--- config.mk ---
export PLATFORM = sky130hd
export DESIGN_NAME = fetch_stage
export DESIGN_NICKNAME = d
export VERILOG_FILES = /design/src/rtl/fetch_stage_pkg.sv /design/src/rtl/fetch_stage_pc_reg.sv /design/src/rtl/fetch_stage.sv
export SDC_FILE = /design/constraint.sdc
export NUM_CORES = 1
export LEC_CHECK = 0
export BUFFER_PORTS_ARGS = -buffer_cell sky130_fd_sc_hd__buf_4
export CORE_MARGIN = 3
export CORE_UTILIZATION = 55
export DETAILED_ROUTE_END_ITERATION = 8
export PLACE_DENSITY = 0.83
export SYNTH_ARGS = -nofsm -noshare
export SYNTH_HDL_FRONTEND = slang
export SYNTH_SLANG_ARGS = --single-unit
--- constraint.sdc ---
create_clock -name clk -period 2.8 [get_ports clk]
set_input_delay 0.56 -clock clk [delete_from_list [all_inputs] [get_ports clk]]
set_output_delay 0.56 -clock clk [all_outputs]
set_load 0.02 [all_outputs]
--- src/rtl/fetch_stage_pkg.sv ---
// Shared definitions for the fetch stage: state encoding, instruction and PC
// defaults, and the sequential PC step.
package fetch_stage_pkg;

  typedef enum logic [1:0] {
    ST_FETCH  = 2'd0,
    ST_WAIT   = 2'd1,
    ST_HALTED = 2'd2
  } fetch_state_e;

  localparam logic [15:0] NOP_INSTR_DEFAULT = 16'h0800;
  localparam logic [15:0] RESET_PC_DEFAULT  = 16'h0000;
  localparam logic [15:0] PC_INC            = 16'd2;

  // 16-bit wrapping increment: 16'hFFFE steps to 16'h0000.
  function automatic logic [15:0] pc_step(input logic [15:0] pc);
    return pc + PC_INC;
  endfunction

endpackage

--- src/rtl/fetch_stage_pc_reg.sv ---
// Program counter register with load enable and synchronous reset.
module pc_reg
  import fetch_stage_pkg::*;
#(
  parameter logic [15:0] RESET_PC = RESET_PC_DEFAULT
) (
  input  logic        clk,
  input  logic        rst,
  input  logic        load,
  input  logic [15:0] d,
  output logic [15:0] q
);

  always_ff @(posedge clk) begin
    if (rst)
      q <= RESET_PC;
    else if (load)
      q <= d;
  end

endmodule

--- src/rtl/fetch_stage.sv ---
// Instruction fetch stage: issues instruction-memory reads at PC and holds one
// fetched instruction for decode, with redirect, stall, halt and error handling.
module fetch_stage
  import fetch_stage_pkg::*;
#(
  parameter logic [15:0] RESET_PC  = RESET_PC_DEFAULT,
  parameter logic [15:0] NOP_INSTR = NOP_INSTR_DEFAULT
) (
  input  logic        clk,
  input  logic        rst,
  input  logic [15:0] PC_In,
  input  logic        PC_Sel,
  input  logic        nHaltSig,
  input  logic        Stall,
  output logic        imem_rd,
  output logic [15:0] imem_addr,
  input  logic [15:0] imem_data,
  input  logic        imem_done,
  output logic [15:0] instr,
  output logic        instr_valid,
  output logic [15:0] PC_Next,
  output logic        err
);

  fetch_state_e state_q, state_n;
  logic [15:0]  pc_q, pc_d;
  logic         pc_load;
  logic [15:0]  instr_q, instr_n;
  logic [15:0]  pc_next_q, pc_next_n;
  logic         valid_q, valid_n;
  logic         err_q, err_n;
  logic         pend_q, pend_n;
  logic [15:0]  redir_q, redir_n;

  logic halt_now;
  logic bad_redirect;
  logic can_issue;
  logic consume;

  pc_reg #(
    .RESET_PC(RESET_PC)
  ) u_pc_reg (
    .clk (clk),
    .rst (rst),
    .load(pc_load),
    .d   (pc_d),
    .q   (pc_q)
  );

  assign halt_now     = valid_q && !nHaltSig;
  assign bad_redirect = PC_Sel && PC_In[0];
  assign can_issue    = !valid_q || !Stall;
  assign consume      = valid_q && !Stall;

  // An outstanding read keeps imem_rd/imem_addr stable until imem_done;
  // halt and odd redirects drop the request in the cycle they are seen.
  always_comb begin
    imem_rd = 1'b0;
    if (!rst && !halt_now && !bad_redirect) begin
      case (state_q)
        ST_FETCH: imem_rd = can_issue;
        ST_WAIT:  imem_rd = 1'b1;
        default:  imem_rd = 1'b0;
      endcase
    end
  end

  assign imem_addr   = pc_q;
  assign instr       = instr_q;
  assign instr_valid = valid_q;
  assign PC_Next     = pc_next_q;
  assign err         = err_q;

  always_comb begin
    state_n   = state_q;
    instr_n   = instr_q;
    pc_next_n = pc_next_q;
    valid_n   = valid_q;
    err_n     = err_q;
    pend_n    = pend_q;
    redir_n   = redir_q;
    pc_d      = pc_q;
    pc_load   = 1'b0;

    if (state_q == ST_HALTED) begin
      valid_n = 1'b0;
      instr_n = NOP_INSTR;
    end else if (halt_now) begin
      // Halt outranks any redirect arriving in the same cycle.
      state_n = ST_HALTED;
      valid_n = 1'b0;
      instr_n = NOP_INSTR;
      pend_n  = 1'b0;
    end else if (bad_redirect) begin
      state_n = ST_HALTED;
      err_n   = 1'b1;
      valid_n = 1'b0;
      instr_n = NOP_INSTR;
      pend_n  = 1'b0;
    end else begin
      if (consume) begin
        valid_n = 1'b0;
        instr_n = NOP_INSTR;
      end

      if (imem_rd && imem_done) begin
        state_n = ST_FETCH;
        if (PC_Sel || pend_q) begin
          // Word fetched down the wrong path: drop it and jump.
          pc_d    = PC_Sel ? PC_In : redir_q;
          pc_load = 1'b1;
          pend_n  = 1'b0;
          valid_n = 1'b0;
          instr_n = NOP_INSTR;
        end else begin
          instr_n   = imem_data;
          pc_next_n = pc_step(pc_q);
          valid_n   = 1'b1;
          pc_d      = pc_step(pc_q);
          pc_load   = 1'b1;
        end
      end else if (imem_rd) begin
        state_n = ST_WAIT;
        if (PC_Sel) begin
          pend_n  = 1'b1;
          redir_n = PC_In;
        end
      end else if (PC_Sel) begin
        pc_d    = PC_In;
        pc_load = 1'b1;
        valid_n = 1'b0;
        instr_n = NOP_INSTR;
      end
    end
  end

  always_ff @(posedge clk) begin
    if (rst) begin
      state_q   <= ST_FETCH;
      instr_q   <= NOP_INSTR;
      pc_next_q <= pc_step(RESET_PC);
      valid_q   <= 1'b0;
      err_q     <= 1'b0;
      pend_q    <= 1'b0;
      redir_q   <= RESET_PC;
    end else begin
      state_q   <= state_n;
      instr_q   <= instr_n;
      pc_next_q <= pc_next_n;
      valid_q   <= valid_n;
      err_q     <= err_n;
      pend_q    <= pend_n;
      redir_q   <= redir_n;
    end
  end

endmodule

Word-level counts from Yosys, hierarchy flattened
Cells that the tools add are included.
- word-level logic and storage cells: 76
- input bits: 38
- output and inout bits: 51
- bits in registers: 69
- reduce and logical (&&, ||, !) cells: 25
- muxes and demuxes: 33
- $add $sub $neg: 1
- bitwise logic cells: 5
- equality and inequality tests: 4
- operators by type and width (cell ; count):
    $mux 16 ; 10
    $mux 1 ; 18
    $add 16x2->16 const B ; 1
    $reduce_and 5->1 ; 2
    $mux 2 ; 4
    $reduce_bool 4->1 ; 2
    $logic_and 1x1->1 ; 6
    $logic_not 1->1 ; 6
    $reduce_and 6->1 ; 1
    $not 1->1 ; 5
    $ne 4x3->1 const B ; 1
    $reduce_and 4->1 ; 1
    $reduce_or 4->1 ; 1
    $reduce_and 3->1 ; 1
    $eq 2x1->1 const B ; 1
    $eq 2x2->1 const B ; 1
    $logic_not 2->1 ; 1
    $logic_or 1x1->1 ; 2
    $ne 2x1->1 const B ; 1
    $pmux 1 s2 ; 1
    $reduce_and 2->1 ; 1
    $reduce_bool 2->1 ; 1

Logic depth before layout (Yosys ltp)
Gate-level depths: netlist (run 1).
- depth in word-level cells: 12
- mapped depth: 8
- mapped depth without buffers: 6

Cells and area by module
A second synthesis (run 1) with hierarchy kept.
- cell total of the unflattened synthesis: 397
- area, all modules: 3398.3 sq um
- by module, submodules not included (module ; sequential area each (sq um) ; instances ; cells each ; area each (sq um)):
    fetch_stage ; 1061.0 ; 1 ; 345 ; 2817.7
    pc_reg ; 320.3 ; 1 ; 52 ; 580.6

Least setup slack after synthesis (run 1)
OpenSTA, ideal clock, no wires.
- kind: input -> register
- start point: input rst
- end point: register u_pc_reg.q[8]
- path slack: 0.849 ns
- arrival: 1.894 ns
- stages on the path: 6
- path through: or2_4 > o41ai_4 > a2111oi_4 > buf_6 > nor3b_1 > a21o_1
- cells in the longest elaborated chain, start to end: 10
- elaborated cells on any way between the ends: 14
- classes of those cells: 1 x eq/ne; 7 x mux; 6 x reduce/logical
- ends and longest elaborated chain (what ; line ; RTL):
    start: declaration ; fetch_stage.sv:10 ; input logic rst,
    $logic_not 1->1 ; fetch_stage.sv:59 ; if (!rst && !halt_now && !bad_redirect) begin
    $logic_and 1x1->1 (2 in series) ; fetch_stage.sv:59 ;
    $mux 1 ; fetch_stage.sv:59 ;
    $mux 1 or $logic_and 1x1->1 (tied branches) ; fetch_stage.sv:122, fetch_stage.sv:106 ;
    $mux 1 ; fetch_stage.sv:106 ; if (imem_rd && imem_done) begin
    $mux 1 ; fetch_stage.sv:94 ; end else if (bad_redirect) begin
    $mux 1 ; fetch_stage.sv:88 ; end else if (halt_now) begin
    $mux 1 ; fetch_stage.sv:85 ; if (state_q == ST_HALTED) begin
    $reduce_and 6->1 (no line) ; -- ;
    end signal: assignment ; fetch_stage_pc_reg.sv:16 ; q <= RESET_PC;
    end signal: assignment ; fetch_stage_pc_reg.sv:18 ; q <= d;
    end: declaration ; fetch_stage_pc_reg.sv:11 ; output logic [15:0] q
Parallel ways exist; a longest one is shown, timed or not.
A chain may end at the register's enable or synchronous reset.

Worst setup path after layout (run 1)
- start point: register u_pc_reg.q[1]
- end point: register u_pc_reg.q[15]
- cells in the longest elaborated chain, start to end: 3
- ends and longest elaborated chain (what ; line ; RTL):
    $add 16x2->16 ; fetch_stage_pkg.sv:17 ; return pc + PC_INC;
    $mux 16 ; fetch_stage.sv:108 ; if (PC_Sel || pend_q) begin
    $mux 16 ; fetch_stage.sv:106 ;
Every way passes these cells.

==> results of run 1 <==
[power breakdown]
group          internal (mW)  switching [mW]
sequential              1.03          0.0561
clock                  0.682           0.381
combinational          0.180           0.239
[layout make-up]
cell class / count / area, µm² / area share (%)
timing repair buffer: 97 / 728 / 17.4
sequential: 69 / 1380 / 33.1
tap: 72 / 90.1 / 2.16
multi-input combinational: 263 / 1680 / 40.3
clock buffer: 10 / 128 / 3.06
clock inverter: 6 / 135 / 3.24
inverter: 8 / 30.0 / 0.719
[critical path: cells and delay by family (launching register included)]
kind | cells | cell delay [ns]
flip-flops | 1 | 0.48
AND/OR/NAND/NOR | 2 | 0.47
adder cells (fa/ha/maj) | 1 | 0.44
AO/OA/AOI/OAI | 2 | 0.38
XOR/XNOR | 1 | 0.33
[per-layer routing]
| layer | global-route usage [%] | share of wire, % | wire length (µm) |
|---|---|---|---|
| met3 | 5.26 | 5.9 | 527 |
| met1 | 35.3 | 43 | 3830 |
| met4 | 10.5 | 2.1 | 190 |
| met2 | 41.4 | 49 | 4340 |
| met5 | 0 | 0 | 0 |
[cell usage in the layout, fill, tap and decap left out, types with 2 or more instances in the layout]
cell         n
nand3_1     10
buf_4       97
nor4_1       2
a211o_1      5
nor2b_1      2
a41oi_1      2
nand3b_1     2
o22a_1       2
clkinvlp_4   2
nor3_1       6
clkbuf_8     9
a22oi_1     17
o211ai_1     8
o21ai_0     17
nand4_1      4
a21o_1       3
and3_1       3
a211oi_1    14
a21oi_1     13
o22ai_1      4
dfxtp_1     69
xor2_1       5
inv_1        6
mux2i_1     18
nand2_1     18
nand2b_1     5
bufinv_16    4
nor2_1      64
xnor2_1      7
a311oi_1     9
[state kept, by name, summed over array words and instances, names as in the netlist]
| register | flops |
|---|---|
| instr | 16 |
| PC_Next | 16 |
| err | 1 |
| instr_valid | 1 |
| redir_q | 16 |
| u_pc_reg.q | 16 |
| state_q | 2 |
| pend_q | 1 |
[cells by family after synthesis]
| kind of cell | count (synthesis) | synth area share, % |
|---|---|---|
| and+or+nand+nor | 130 | 19.1 |
| buffers and inverters | 33 | 5.82 |
| xor gates and xnor gates | 12 | 3.24 |
| AOI/OAI and AO/OA | 102 | 23.4 |
| muxes | 18 | 5.55 |
| DFF | 69 | 42.5 |
| adders and majority gates | 1 | 0.385 |
[worst min path at each step]
stage	startpoint	endpoint	slack, ns	depth (start not counted)
2_1_floorplan	redir_q[6]	redir_q[6]	0.46	2
3_3_place_gp	PC_Next[2]	PC_Next[2]	0.45	2
3_5_place_dp	PC_Next[0]	PC_Next[0]	0.45	2
4_1_cts	imem_data[13]	instr[13]	0.44	3
5_1_grt	imem_data[8]	instr[8]	0.46	3
6_report	imem_data[4]	instr[4]	0.45	3
==> out/metrics.cfg, run 1 <==
[run_status]
status=finished clean

[sta]
grt_setup_unrepaired=no
finalHoldViolations=0
setup_violations=0
max-slew-margin-rel_pct=53.0
layout_min_cycle_time_ns=2.19
fin_skew_ns=0.00534
period_share_pct=78.3
worst_slack_ns=0.608
fmax_mhz=456
slew_violations=0
whs_ns=0.448
tightest_slew_ns=0.704
setup_tns_ns=0

[setup_path]
worstSetupStartpoint=u_pc_reg.q[1]
end_kind=register
rr_worst_depth=6
rrSetupSlack_ns=0.61
crit_fanout=7
reg2reg_from=u_pc_reg.q[1]
path_class=reg -> reg
timing.rr.end=u_pc_reg.q[15]
critPathLaunchType=register
worst_path_largest_cell_delay_ns=0.48
worstPathRequired_ns=3.06
cp.arrival_ns=2.45
worst_path_max_delay_cell=dfxtp_1
crit_path_end=u_pc_reg.q[15]
cp_cell_sequence=ha_1 > nand4_1 > nor4_1 > xor2_1 > o211ai_1 > a311oi_1

[die]
die_h_um=82.9
die_x_um=82.9
initial_core_util_pct=57.9
io_pins=89
die_area_um2=6860
coreArea_um2=5610
rows=27

[global_routing]
track_usage_pct=26.3
grt_max_degree=44
grt_pass1_wl_mm=14.9
grt_pass1_vias=2936
grt.overflow.total=0
antenna_found_initial=0

[routing]
first_pass_iters=5
ant_nets=0
totalWireLength_mm=8.89
wl_per_cell_um=16.9
drt_iter0_drc=321
viasPerCell=5.99
remaining_drc_errors=0
vias=3144

[yosys]
synth.net_count=404
synth_common_cells=dfxtp_1, nor2_1, mux2i_1, nand2_1
synthMostInstantiatedCell=dfxtp_1
yosysTopAreaCell=dfxtp_1
synth_edf_count=0
ys_warn_count=0
ys_ff_latch=69
synth_area_per_cell_um2=8.90
yosysSeqAreaShare_pct=42.5
yosys.cell_types.count=55
synth_flop_cell=dfxtp_1
ys_async_sr_fraction_pct=0
synth_area_um2=3250
synthTopCellsByArea=dfxtp_1, nor2_1, mux2i_1
synthCells=365
netlist.area_leader.share_pct=42.5

[worst_hold_path]
min_path_type=in -> reg

[placement]
dpl.hpwl_mm=6.21
dpl_worst_slack_ns=0.612
dpl_cell_area_um2=3910
gp_congestion=0.963
post-place-cells=509
port_buffers=88

[clock_network]
cts_setup_buffers=0
cts.sinks=69
clk-insertion-delay-late_ns=0.35
cts-root-buf=clkbuf_8
postCtsHoldBufs=0
clk_pin_slew_ns=0.07
cts_max_path_buffers=2
cts.repair.resized=0
cts_buffers=9
htree_num_levels=3
tritoncts=yes

[cells_and_area]
drive_above_1_share_pct=27.4
post-route-util_pct=74.5
insertedDiodeCount=0
finalNonFillerCells=525
area_delta_synth_final_pct=28.5
fill_cells=450
finalNetCount=487
stdcell_area_um2=4180

[power]
peakVddDrop_uv=349
p_leak_nw=1.75
power.density_nw_per_um2=615
p_total_mw=2.57

[job]
drv_cap=0

No activity file was read; power rests on OpenSTA's default activity.
==> run 2: changes to the inputs <==
Settings changed: CORE_UTILIZATION 55 to 47, PLACE_DENSITY 0.83 to 0.76.
Clock period 2.8 ns to 2 ns, I/O delays scaled along.
==> run 2 against run 1 <==
Against the previous run: register-to-register slack worse by 0.48 ns; first-iteration DRC count is 27% lower; non-clock buffer count is 31 higher; count of clock-buffer cells in the layout stayed put; highest routed layer unchanged; clock power is 31% higher; hold slack worse by 0.15 ns; global-route usage is 3.1 points lower; die area is 16% higher; critical path depth is 1 higher; total power is 39% higher.
==> out/metrics.cfg, run 2 (same netlist as run 1, synthesis figures left out) <==
[routing]
totalWireLength_mm=9.20
wl_per_cell_um=16.4
ant_nets=0
viasPerCell=5.66
first_pass_iters=4
drt_iter0_drc=235
remaining_drc_errors=0
vias=3174

[die]
die_x_um=89.1
die_h_um=89.1
io_pins=89
die_area_um2=7940
initial_core_util_pct=49.7
coreArea_um2=6530
rows=29

[clock_network]
cts_max_path_buffers=2
tritoncts=yes
cts.sinks=69
clk-insertion-delay-late_ns=0.34
htree_num_levels=3
cts_buffers=9
postCtsHoldBufs=0
cts-root-buf=clkbuf_8
clk_pin_slew_ns=0.07

[setup_path]
critPathLaunchType=register
cp.arrival_ns=2.14
end_kind=register
worstPathRequired_ns=2.27
cp_cell_sequence=buf_4 > or2_4 > o41ai_4 > a2111oi_4 > buf_12 > nand2b_1 > a21oi_1
worstSetupStartpoint=state_q[1]
worst_path_max_delay_cell=o41ai_4
worst_path_largest_cell_delay_ns=0.45
path_class=reg -> reg
reg2reg_from=state_q[1]
crit_fanout=24

[global_routing]
grt.overflow.total=0
grt_pass1_wl_mm=14.5
track_usage_pct=23.1
grt_max_degree=45
grt_pass1_vias=2990
antenna_found_initial=0

[sta]
finalHoldViolations=0
setup_violations=0
max-slew-margin-rel_pct=69.5
period_share_pct=93.5
grt_setup_unrepaired=yes
slew_violations=0
layout_min_cycle_time_ns=1.87
fin_skew_ns=0.00890
tightest_slew_ns=0.458
fmax_mhz=535
setup_tns_ns=0

[worst_hold_path]
worstHoldStart=imem_data[0]
min_path_type=in -> reg

[power]
p_leak_nw=1.91
p_total_mw=3.58
power.density_nw_per_um2=802
peakVddDrop_uv=444

[cells_and_area]
fill_cells=533
insertedDiodeCount=0
final_common_cell=buf_4
mostFrequentLayoutCells=buf_4, dfxtp_1, nor2_1, mux2i_1
finalNonFillerCells=561
area_delta_synth_final_pct=37.4
drive_above_1_share_pct=33.1
finalNetCount=518

[placement]
post-place-cells=544
port_buffers=88
dpl.hpwl_mm=6.67
gp_congestion=0.965

[job]
drv_cap=0

[run_status]
status=finished clean

## run 2: cell count changes in the layout (fill, tap and decap cells not counted), moves of 2 or more
cell,before,now
buf_12,0,3
buf_4,97,125
nor4_1,2,0
nor4_2,1,3
## run 2: final cells by class
type / instances / area [µm²] / share of cell area, %
repair buffers: 128 / 998 / 22.4
clock buffers: 10 / 138 / 3.08
inverters: 8 / 30.0 / 0.673
flip-flops and latches: 69 / 1380 / 31.0
multi-input cells: 263 / 1710 / 38.3
well taps: 77 / 96.3 / 2.16
clock inverters: 6 / 110 / 2.47
## run 2: metal layers
| layer | part of all wire (%) | track usage [%] | wire [µm] | vias up |
|---|---|---|---|---|
| met3 | 4.2 | 4.33 | 388 | 16 |
| li1 | - | - | - | 1566 |
| met2 | 51 | 38.4 | 4700 | 81 |
| met4 | 1.7 | 7.85 | 159 | 0 |
| met1 | 43 | 30.2 | 3950 | 1511 |
| met5 | 0 | 0 | 0 | - |
## run 2: critical path, delay by kind of cell, from the launching register on
family                 cells  cell delay (ns)
flip-flops                 1             0.31
AND/OR/NAND/NOR            2             0.41
AO/OA/AOI/OAI              3             0.73
buffers and inverters      2             0.34
## run 2: path summary, 6_finish.rpt
check	cells after the start	to	slack, ns
worst max-delay path	7	u_pc_reg.q[1]	0.13
worst min-delay path	3	instr[0]	0.29
worst max register to register	7	u_pc_reg.q[1]	0.13
worst min register to register	2	PC_Next[0]	0.46
## run 2: power breakdown
| group | internal, mW | leakage, nW | switching [mW] |
|---|---|---|---|
| logic | 0.315 | 1.23 | 0.376 |
| clock network | 0.860 | 0.119 | 0.534 |
| registers | 1.44 | 0.562 | 0.0535 |
| total | 2.62 | 1.91 | 0.964 |
## run 2: metrics by stage
stage	worst slack (ns)	utilization, %	hold slack [ns]	instance area, µm²
after global placement	-0.171	63.8	0.447	4170
after CTS	0.0316	67.8	0.289	4430
after global routing	-0.00718	68.4	0.303	4460
final	0.130	68.4	0.295	4460
after floorplan	0.113	-	0.458	3250
after detailed placement	-0.289	63.8	0.448	4170
## run 2: repair_timing
item / 4_1_cts / 5_1_grt
setup endpoints to repair: 16 / 27
pin swaps: 0 / 1
buffers inserted: 0 / 1
gates resized for setup: 1 / 4
==> run 3: changes to the inputs <==
Settings changed: CORE_UTILIZATION 47 to 48, PLACE_DENSITY 0.76 to 0.77, SLEW_MARGIN set to 20, SYNTH_HIERARCHICAL set to 1.
==> run 3 against run 2 <==
Against the previous run: the flow now finishes with violations (negative setup slack); total power is 3.1% lower; clock power is 4% higher; final cell count is 11% higher; count of clock-buffer cells in the layout is 1 higher; clock skew is 0.0016 ns lower; synthesized cell count is 8.8% higher; via count is 11% higher; non-clock buffer count is 11 higher; wire length is 15% higher; hold slack worse by 0.024 ns; highest routed layer unchanged.
==> out/metrics.cfg, run 3 <==
[global_routing]
antenna_found_initial=0
grt_pass1_vias=3310
grt_pass1_wl_mm=16.5
grt_max_degree=54
grt.overflow.total=0
track_usage_pct=25.1

[setup_path]
path_class=reg -> reg
crit_fanout=4
crit_path_end=u_pc_reg/q[10]
rr_worst_depth=8
cp.arrival_ns=2.32
worstSetupStartpoint=state_q[0]
worstPathRequired_ns=2.23
timing.rr.end=u_pc_reg/q[10]
rrSetupSlack_ns=-0.09
reg2reg_from=state_q[0]
critPathLaunchType=register
end_kind=register

[die]
die_h_um=90.1
die_area_um2=8130
io_pins=89
rows=30
initial_core_util_pct=49.7
coreArea_um2=6830
die_x_um=90.1

[power]
power.density_nw_per_um2=724
p_total_mw=3.47
combPwrFrac_pct=16.8
p_int_mw=2.56
peakVddDrop_uv=447
p_leak_nw=2.13
power_frac_seq_pct=41.6
netSwitchingPower_mw=0.911
clkPwrFrac_pct=41.5
switching_share_pct=26.3

[run_status]
status=complete, but fails checks
violations=negative setup slack

[sta]
setup_violations=10
max-slew-margin-rel_pct=62.2
tightest_slew_ns=0.567
finalHoldViolations=0
grt_setup_unrepaired=yes
fin_skew_ns=0.00727
worst_slack_ns=-0.0941
layout_min_cycle_time_ns=2.09
slew_violations=0
period_share_pct=105
fmax_mhz=478

[yosys]
yosys.cell_types.count=54
ys_async_sr_fraction_pct=0
yosysTopAreaCell=dfxtp_1
yosysSeqAreaShare_pct=40.6
synth_area_per_cell_um2=8.56
ys_ff_latch=69
synth_area_um2=3400
synth_flop_cell=dfxtp_1
synthCells=397
synth_edf_count=0
ys_warn_count=6
synthTopCellsByArea=dfxtp_1, mux2i_1, nor2_1
synth.net_count=436
synth_common_cells=dfxtp_1, nor2_1, nand2_1
netlist.area_leader.share_pct=40.6
synthMostInstantiatedCell=dfxtp_1

[cells_and_area]
drive_above_1_share_pct=32.8
finalNetCount=558
post-route-util_pct=70.2
final_common_cell=buf_4
fill_cells=532
mostFrequentLayoutCells=buf_4, dfxtp_1, nor2_1, nand2_1, mux2i_1
insertedDiodeCount=0
area_delta_synth_final_pct=41.1

[routing]
drt_iter0_drc=292
first_pass_iters=5
vias=3531
totalWireLength_mm=10.5
remaining_drc_errors=0
viasPerCell=5.70
ant_nets=0
wl_per_cell_um=17.0

[clock_network]
cts_buffers=9
clk-insertion-delay-late_ns=0.36
cts-root-buf=clkbuf_8
postCtsHoldBufs=0
cts.sinks=69
cts_max_path_buffers=2
clk_pin_slew_ns=0.08
tritoncts=yes
htree_num_levels=3

[placement]
dpl.hpwl_mm=7.12
port_buffers=88
dpl_worst_slack_ns=-0.138
gp_congestion=0.913

[job]
drv_cap=0

[worst_hold_path]
min_path_type=in -> reg

==> run 3: cell types whose count changed after synthesis, moves of 5 or more <==
cell	change
nand2_1	+19
mux2i_1	+17
nand4_1	+14
a21oi_1	+12
a22oi_1	-11
a211oi_1	-10
o21ai_0	-10
a311oi_1	-9
a221o_1	+8
nor2_1	-5
nor3_1	+5
o211ai_1	-5
==> run 3: through the flow <==
stage	instance area [µm²]	hold WS, ns	setup TNS [ns]	cells
after CTS	4700	0.268	-0.0114	616
final	4790	0.271	-0.315	620
after global routing	4790	0.270	-0.941	620
after detailed placement	4440	0.449	-1.89	600
after global placement	4440	0.445	-0.824	600
after floorplan	3410	0.454	0	397
==> run 3: final cells by class <==
| type | count | area (µm²) | share of cell area [%] |
|---|---|---|---|
| multi-input cells | 294 | 1900 | 39.5 |
| flip-flops and latches | 69 | 1390 | 28.9 |
| repair buffers | 139 | 1120 | 23.4 |
| clock buffers | 11 | 141 | 2.95 |
| well taps | 96 | 120 | 2.51 |
| clock inverters | 5 | 108 | 2.24 |
| inverters | 6 | 22.5 | 0.470 |
==> run 3: logic make-up (layout without fill, tap and decap cells) <==
logic type	Yosys count	in the layout	share of synthesized area, %
and+or+nand+nor	168	168	24.2
AOI/OAI and AO/OA	77	77	16.1
DFF	69	69	40.6
muxes	35	35	10.3
buffers and inverters	34	161	5.01
xor gates and xnor gates	13	13	3.35
adders and majority gates	1	1	0.368
==> run 3: critical path: stages (launching register included) <==
cell and delay (ns):
dfxtp_1 0.41, nor2b_1 0.10, or4b_4 0.54, a21oi_4 0.20
buf_6 0.13, o22ai_1 0.07, a221o_1 0.31, mux2i_1 0.15
nor2_1 0.06
==> run 3: how the worst min path moves through the flow <==
| stage | from | end | slack (ns) | depth (start not counted) |
|---|---|---|---|---|
| after floorplan | redir_q[12] | redir_q[12] | 0.45 | 2 |
| after global placement | PC_Next[2] | PC_Next[2] | 0.44 | 2 |
| after detailed placement | PC_Next[2] | PC_Next[2] | 0.45 | 2 |
| after CTS | imem_data[11] | instr[11] | 0.27 | 3 |
| after global routing | imem_data[8] | instr[8] | 0.27 | 3 |
| final | imem_data[11] | instr[11] | 0.27 | 3 |
==> run 3: routing by layer <==
| layer | vias up | track usage [%] | share of wire [%] |
|---|---|---|---|
| met4 | 0 | 9.44 | 1.9 |
| met2 | 143 | 41.9 | 50 |
| met1 | 1694 | 30.9 | 41 |
| met5 | - | 0 | 0 |
| li1 | 1673 | - | - |
| met3 | 21 | 6.61 | 7.3 |
==> run 3: power groups by stage <==
stage / combinational (mW) / clock [mW] / sequential, mW
2_1_floorplan: 0.264 / 0 / 1.51
3_3_place_gp: 0.528 / 0 / 1.47
3_5_place_dp: 0.539 / 0 / 1.47
4_1_cts: 0.547 / 1.45 / 1.44
5_1_grt: 0.623 / 1.52 / 1.45
6_report: 0.584 / 1.44 / 1.44
==> run 3: what timing repair did <==
action | CTS | global route
gates resized for setup | 2 | 16
cloned | 0 | 1
pin swaps | 0 | 2
endpoints found under the setup margin | 8 | 17
buffers inserted | 0 | 3
